--- src/rtl/msg_queue_if.sv ---
// Handshake bundle between msg_parser, msg_queue and the message consumer.
// The master side drives the parser inputs and out_ready; the slave side is the queue.
interface msg_queue_if #(
    parameter int MAX_MSG_BYTES = 32,
    parameter int DEPTH         = 4
);
    localparam int LW = $clog2(DEPTH) + 1;

    logic                         in_valid;
    logic [15:0]                  in_length;
    logic [8*MAX_MSG_BYTES-1:0]   in_data;
    logic                         in_error;
    logic                         out_valid;
    logic                         out_ready;
    logic [15:0]                  out_length;
    logic [8*MAX_MSG_BYTES-1:0]   out_data;
    logic [LW-1:0]                level;
    logic [15:0]                  drop_err;
    logic [15:0]                  drop_ovf;
    logic                         overflow;

    modport master (
        output in_valid, in_length, in_data, in_error, out_ready,
        input  out_valid, out_length, out_data, level, drop_err, drop_ovf, overflow
    );

    modport slave (
        input  in_valid, in_length, in_data, in_error, out_ready,
        output out_valid, out_length, out_data, level, drop_err, drop_ovf, overflow
    );
endinterface

--- src/rtl/msg_queue.sv ---
// Message queue: absorbs bursts from msg_parser (no backpressure upstream), drops
// errored / illegal-length / overflow messages, and presents a show-ahead head entry.
module msg_queue #(
    parameter int MAX_MSG_BYTES = 32,
    parameter int DEPTH         = 4
) (
    input logic        clk,
    input logic        rst,
    msg_queue_if.slave bus
);
    localparam int PW = $clog2(DEPTH);
    localparam int LW = PW + 1;
    localparam int DW = 8 * MAX_MSG_BYTES;

    logic [DW-1:0] r_data_mem [DEPTH];
    logic [15:0]   r_len_mem  [DEPTH];
    logic [PW-1:0] r_wr_ptr;
    logic [PW-1:0] r_rd_ptr;
    logic [LW-1:0] r_level;
    logic [15:0]   r_drop_err;
    logic [15:0]   r_drop_ovf;
    logic          r_overflow;

    logic          w_len_ok;
    logic          w_legal;
    logic          w_illegal;
    logic          w_nonempty;
    logic          w_full;
    logic          w_pop;
    logic          w_push;
    logic          w_ovf_drop;
    logic [DW-1:0] w_masked;

    assign w_len_ok   = (bus.in_length != 16'd0) && (bus.in_length <= 16'(MAX_MSG_BYTES));
    assign w_legal    = bus.in_valid && !bus.in_error && w_len_ok;
    assign w_illegal  = bus.in_valid && !w_legal;
    assign w_nonempty = (r_level != '0);
    assign w_full     = (r_level == LW'(DEPTH));
    // A pop only counts when there is a head entry, so ready on an empty queue is ignored.
    assign w_pop      = w_nonempty && bus.out_ready;
    // A pop in the same cycle frees a slot, so a full queue still accepts the push.
    assign w_push     = w_legal && (!w_full || w_pop);
    assign w_ovf_drop = w_legal && w_full && !w_pop;

    // Zero payload bytes at and beyond the message length before storing.
    always_comb begin
        // NOTE: default assigned first so no path leaves the signal unassigned (no latch).
        w_masked = '0;
        for (int k = 0; k < MAX_MSG_BYTES; k++) begin
            if (16'(k) < bus.in_length) begin
                w_masked[8*k +: 8] = bus.in_data[8*k +: 8];
            end
        end
    end

    // Entry storage write port.
    // NOTE: storage has no reset; level/pointers alone define which entries are valid.
    always_ff @(posedge clk) begin
        if (w_push) begin
            r_data_mem[r_wr_ptr] <= w_masked;
            r_len_mem[r_wr_ptr]  <= bus.in_length;
        end
    end

    // Pointer and occupancy tracking; power-of-2 depth lets the pointers wrap naturally.
    always_ff @(posedge clk or posedge rst) begin
        // NOTE: non-blocking assignments for all registered state.
        if (rst) begin
            r_wr_ptr <= '0;
            r_rd_ptr <= '0;
            r_level  <= '0;
        end else begin
            if (w_push) begin
                r_wr_ptr <= r_wr_ptr + PW'(1);
            end
            if (w_pop) begin
                r_rd_ptr <= r_rd_ptr + PW'(1);
            end
            case ({w_push, w_pop})
                2'b10:   r_level <= r_level + LW'(1);
                2'b01:   r_level <= r_level - LW'(1);
                default: r_level <= r_level;
            endcase
        end
    end

    // Saturating drop counters and the sticky overflow flag.
    always_ff @(posedge clk or posedge rst) begin
        if (rst) begin
            r_drop_err <= '0;
            r_drop_ovf <= '0;
            r_overflow <= 1'b0;
        end else begin
            if (w_illegal && (r_drop_err != 16'hFFFF)) begin
                r_drop_err <= r_drop_err + 16'd1;
            end
            if (w_ovf_drop) begin
                r_overflow <= 1'b1;
                if (r_drop_ovf != 16'hFFFF) begin
                    r_drop_ovf <= r_drop_ovf + 16'd1;
                end
            end
        end
    end

    // Show-ahead head: outputs come straight from the entry at rd_ptr, zero when empty.
    assign bus.out_valid  = w_nonempty;
    assign bus.out_length = w_nonempty ? r_len_mem[r_rd_ptr]  : 16'd0;
    assign bus.out_data   = w_nonempty ? r_data_mem[r_rd_ptr] : '0;
    assign bus.level      = r_level;
    assign bus.drop_err   = r_drop_err;
    assign bus.drop_ovf   = r_drop_ovf;
    assign bus.overflow   = r_overflow;
endmodule

--- src/flat_wrapper.sv ---
// flat-port wrapper written by rule: the top's interface ports become plain ports
module msg_queue_flat 
#(
    parameter int MAX_MSG_BYTES = 32,
    parameter int DEPTH         = 4
)
  (clk, rst, bus_in_valid, bus_in_length, bus_in_data, bus_in_error, bus_out_ready, bus_out_valid, bus_out_length, bus_out_data, bus_level, bus_drop_err, bus_drop_ovf, bus_overflow);
  msg_queue_if #(.MAX_MSG_BYTES(MAX_MSG_BYTES), .DEPTH(DEPTH)) bus_i ();
  input logic clk;
  input logic rst;
  input wire logic [$bits(bus_i.in_valid)-1:0] bus_in_valid;
  input wire logic [$bits(bus_i.in_length)-1:0] bus_in_length;
  input wire logic [$bits(bus_i.in_data)-1:0] bus_in_data;
  input wire logic [$bits(bus_i.in_error)-1:0] bus_in_error;
  input wire logic [$bits(bus_i.out_ready)-1:0] bus_out_ready;
  output wire logic [$bits(bus_i.out_valid)-1:0] bus_out_valid;
  output wire logic [$bits(bus_i.out_length)-1:0] bus_out_length;
  output wire logic [$bits(bus_i.out_data)-1:0] bus_out_data;
  output wire logic [$bits(bus_i.level)-1:0] bus_level;
  output wire logic [$bits(bus_i.drop_err)-1:0] bus_drop_err;
  output wire logic [$bits(bus_i.drop_ovf)-1:0] bus_drop_ovf;
  output wire logic [$bits(bus_i.overflow)-1:0] bus_overflow;
  assign bus_i.in_valid = bus_in_valid;
  assign bus_i.in_length = bus_in_length;
  assign bus_i.in_data = bus_in_data;
  assign bus_i.in_error = bus_in_error;
  assign bus_i.out_ready = bus_out_ready;
  assign bus_out_valid = bus_i.out_valid;
  assign bus_out_length = bus_i.out_length;
  assign bus_out_data = bus_i.out_data;
  assign bus_level = bus_i.level;
  assign bus_drop_err = bus_i.drop_err;
  assign bus_drop_ovf = bus_i.drop_ovf;
  assign bus_overflow = bus_i.overflow;
  msg_queue #(.MAX_MSG_BYTES(MAX_MSG_BYTES), .DEPTH(DEPTH)) u_core (.clk(clk), .rst(rst), .bus(bus_i));
endmodule
--- config.mk ---
export PLATFORM = sky130hd
export DESIGN_NAME = msg_queue_flat
export DESIGN_NICKNAME = d
export VERILOG_FILES = /design/src/rtl/msg_queue_if.sv /design/src/rtl/msg_queue.sv /design/src/flat_wrapper.sv
export SDC_FILE = /design/constraint.sdc
export NUM_CORES = 1
export LEC_CHECK = 0
export CAP_MARGIN = 20
export CORE_UTILIZATION = 35
export DETAILED_ROUTE_END_ITERATION = 8
export PLACE_DENSITY = 0.59
export SYNTH_ARGS = -nofsm -noshare
export SYNTH_HDL_FRONTEND = slang
export SYNTH_SLANG_ARGS = --single-unit
--- constraint.sdc ---
create_clock -name clk -period 21.5 [get_ports clk]
set_input_delay 4.3 -clock clk [delete_from_list [all_inputs] [get_ports clk]]
set_output_delay 4.3 -clock clk [all_outputs]
set_load 0.01 [all_outputs]
==> flow_summary.ini <==
[timing]
setup_slack_ps = 12570
maxSlewHeadroom = 0.164
final_hold_viol_count = 0
worst_hold_slack_ps = 511
maxSlewViolCount = 0
tightest_slew_ps = 1250
setup-violations-final = 0
timing.fmax_ghz = 0.112
min_period_ps = 8930
period_share = 0.415
rsz0062_at_grt = no
fin_tns_setup_ps = 0
skew_ps = 29.2

[cts]
post_cts_resized = 0
numCtsBuffers = 116
clkTransAtPathRegs_ps = 60
post_cts_buffers = 0
clockBufferDepth = 3
clock-sinks = 1128
cts_root_buf = clkbuf_16
clk_latency_ps = 700
cts_tree = done
htree_num_levels = 3
cts_hold_buffers = 0

[route]
vias_per_cell = 5.00
ant_nets = 0
drtPass1Iterations = 5
drt-initial-drc-count = 1536
wirelength_um = 115000
post_drt_wl_per_cell_um = 24.8
vias = 23300
route.detailed.drc = 0

[synthesis]
async_flop_share = 0.0355
syn_area_um2 = 44900
synth_top_area_share = 0.727
ys_ff_latch = 1128
avgSynthCellArea_um2 = 20.0
yosys-top-cells-count = edfxtp_1, and2_1, mux4_2
yosysSeqAreaShare = 0.749
yosys.cell_count.top_type = edfxtp_1
synth_edf_count = 1088
synthCells = 2244
ys_types = 41
yosysTopAreaCell = edfxtp_1
ys_warn_count = 0
syn_nets = 2529
ys.flop_type = edfxtp_1
synth_area_leaders = edfxtp_1, mux4_2, and2_1

[worst_setup_path]
start_kind = flop
worstSetupStartpoint = u_core.r_rd_ptr[0]
worstPathArrival_ps = 4630
r2r_slack_ps = 17520
crit_path_end_kind = output port
r2r-start = u_core.bus.level[2]
path_max_fanout = 40
path_cells = buf_4 > buf_4 > buf_16 > mux4_2 > and2_1 > clkdlybuf4s50_1
crit_path_top_delay_cell = dfrtp_4
slowest_delay_ps = 1010
r2r_end = u_core.r_data_mem[0][115]
worstSetupEndpoint = bus_out_data[242]
path_common_cell = buf_4
required_ps = 17200
reg2regPathDepth = 6
critPathKind = flop to output port

[floorplan]
die_area_um2 = 130000
die_w_um = 360
core_area_um2 = 128000
initial_utilization = 0.352
rows = 131
die_h_um = 360
boundaryPins = 586

[final_layout]
multi_input_area_um2 = 10800
fill_cells = 10900
regArea_um2 = 33700
utilization = 0.445
syn_to_final_growth_pct = 26.2
final_nets = 3175
drive_above_1_share = 0.173

[grt]
grt_busiest_layer = met2
use_met2 = 0.312
grt_overflow = 0
met1_usage = 0.220
grtUsageMet3 = 0.0303
grt_pass1_wl_um = 168000
grt_max_degree = 150
grt_pass1_vias = 25000
antenna_found_initial = 12
grt_use_total = 0.175

[placed_design]
dp_slack_ps = 12200
gp_congestion = 0.762
io_buffers = 585
hpwl_um = 74300

[pwr]
p_per_area_nw_per_um2 = 119
p_leak_uw = 0.0182
peakVddDrop_uv = 72.0
power.total_uw = 6720

[run_status]
status = finished, final reports clean

[job]
maxCapViolCount = 0

[worst_hold_path]
hold_path_class = flop to flop
## per-stage QoR
stage	area, um2	instances
after floorplan	44900	2244
after global placement	52800	4428
after detailed placement	52800	4431
after CTS	56700	4647
after global routing	56700	4652
final	56700	4653
## power by group
group / internal, uW / switching (uW)
combinational: 1240 / 977
clock: 1200 / 817
sequential: 2420 / 67.6
total: 4860 / 1860
## metal layers
layer	wire length, um	up-vias
met3	6220	144
met5	63	-
li1	-	10100
met4	2360	8
met2	60400	722
met1	46200	12300
## cells in the final DEF (no fill, tap or decap), types with 12 or more instances in the layout
cell / count
nand2_1: 34
clkbuf_16: 117
dfrtp_1: 38
buf_4: 39
nand4_1: 12
bufinv_16: 15
clkbuf_1: 23
clkdlybuf4s50_1: 585
xor2_1: 18
mux4_2: 272
nor2b_1: 40
xnor2_1: 17
nor3_1: 14
and2_1: 491
clkinv_1: 21
nor2_1: 15
clkinv_2: 18
edfxtp_1: 1088
## worst min path at each step
stage / from / endpoint / slack [ps] / cells past startpoint
after CTS: u_core.bus.overflow / u_core.bus.overflow / 510 / 1
after global routing: u_core.bus.overflow / u_core.bus.overflow / 530 / 1
final: u_core.bus.overflow / u_core.bus.overflow / 510 / 1
after detailed placement: u_core.bus.overflow / u_core.bus.overflow / 500 / 1
after global placement: u_core.bus.drop_err[13] / u_core.bus.drop_err[13] / 500 / 1
after floorplan: u_core.bus.overflow / u_core.bus.overflow / 510 / 1
## final cells by class
cell class,instances,area share
Clock inverter,68,0.0131
Antenna cell,3,0.000132
Multi-Input combinational cell,1003,0.191
Tap cell,1662,0.0367
Inverter,10,0.000662
Clock buffer,148,0.0551
Sequential cell,1128,0.594
Timing Repair Buffer,631,0.110
## state kept, by name (all words and copies together) (netlist names)
register / flops
u_core.bus.drop_ovf: 16
u_core.bus.overflow: 1
u_core.r_data_mem: 1024
u_core.r_wr_ptr: 2
u_core.r_rd_ptr: 2
u_core.bus.drop_err: 16
u_core.bus.level: 3
u_core.r_len_mem: 64
## critical path: cells and delay by family, from the launching register on
kind                   cells  cell delay, ps
buffers and inverters      4            2080
DFF                        1            1010
muxes                      1             540
and+or+nand+nor            1             190
## kinds of logic (layout without fill, tap and decap cells)
| logic type | Yosys count | count (layout) | synth area share |
|---|---|---|---|
| adders and majority gates | 8 | 8 | 0.00239 |
| AOI/OAI and AO/OA | 24 | 24 | 0.00356 |
| xor gates and xnor gates | 35 | 35 | 0.00682 |
| buffers and inverters | 113 | 857 | 0.0105 |
| other | 0 | 3 | 0 |
| and+or+nand+nor | 659 | 659 | 0.0898 |
| DFF | 1128 | 1128 | 0.749 |
| muxes | 277 | 277 | 0.138 |
Note: power is estimated with default switching activity, not from simulation.
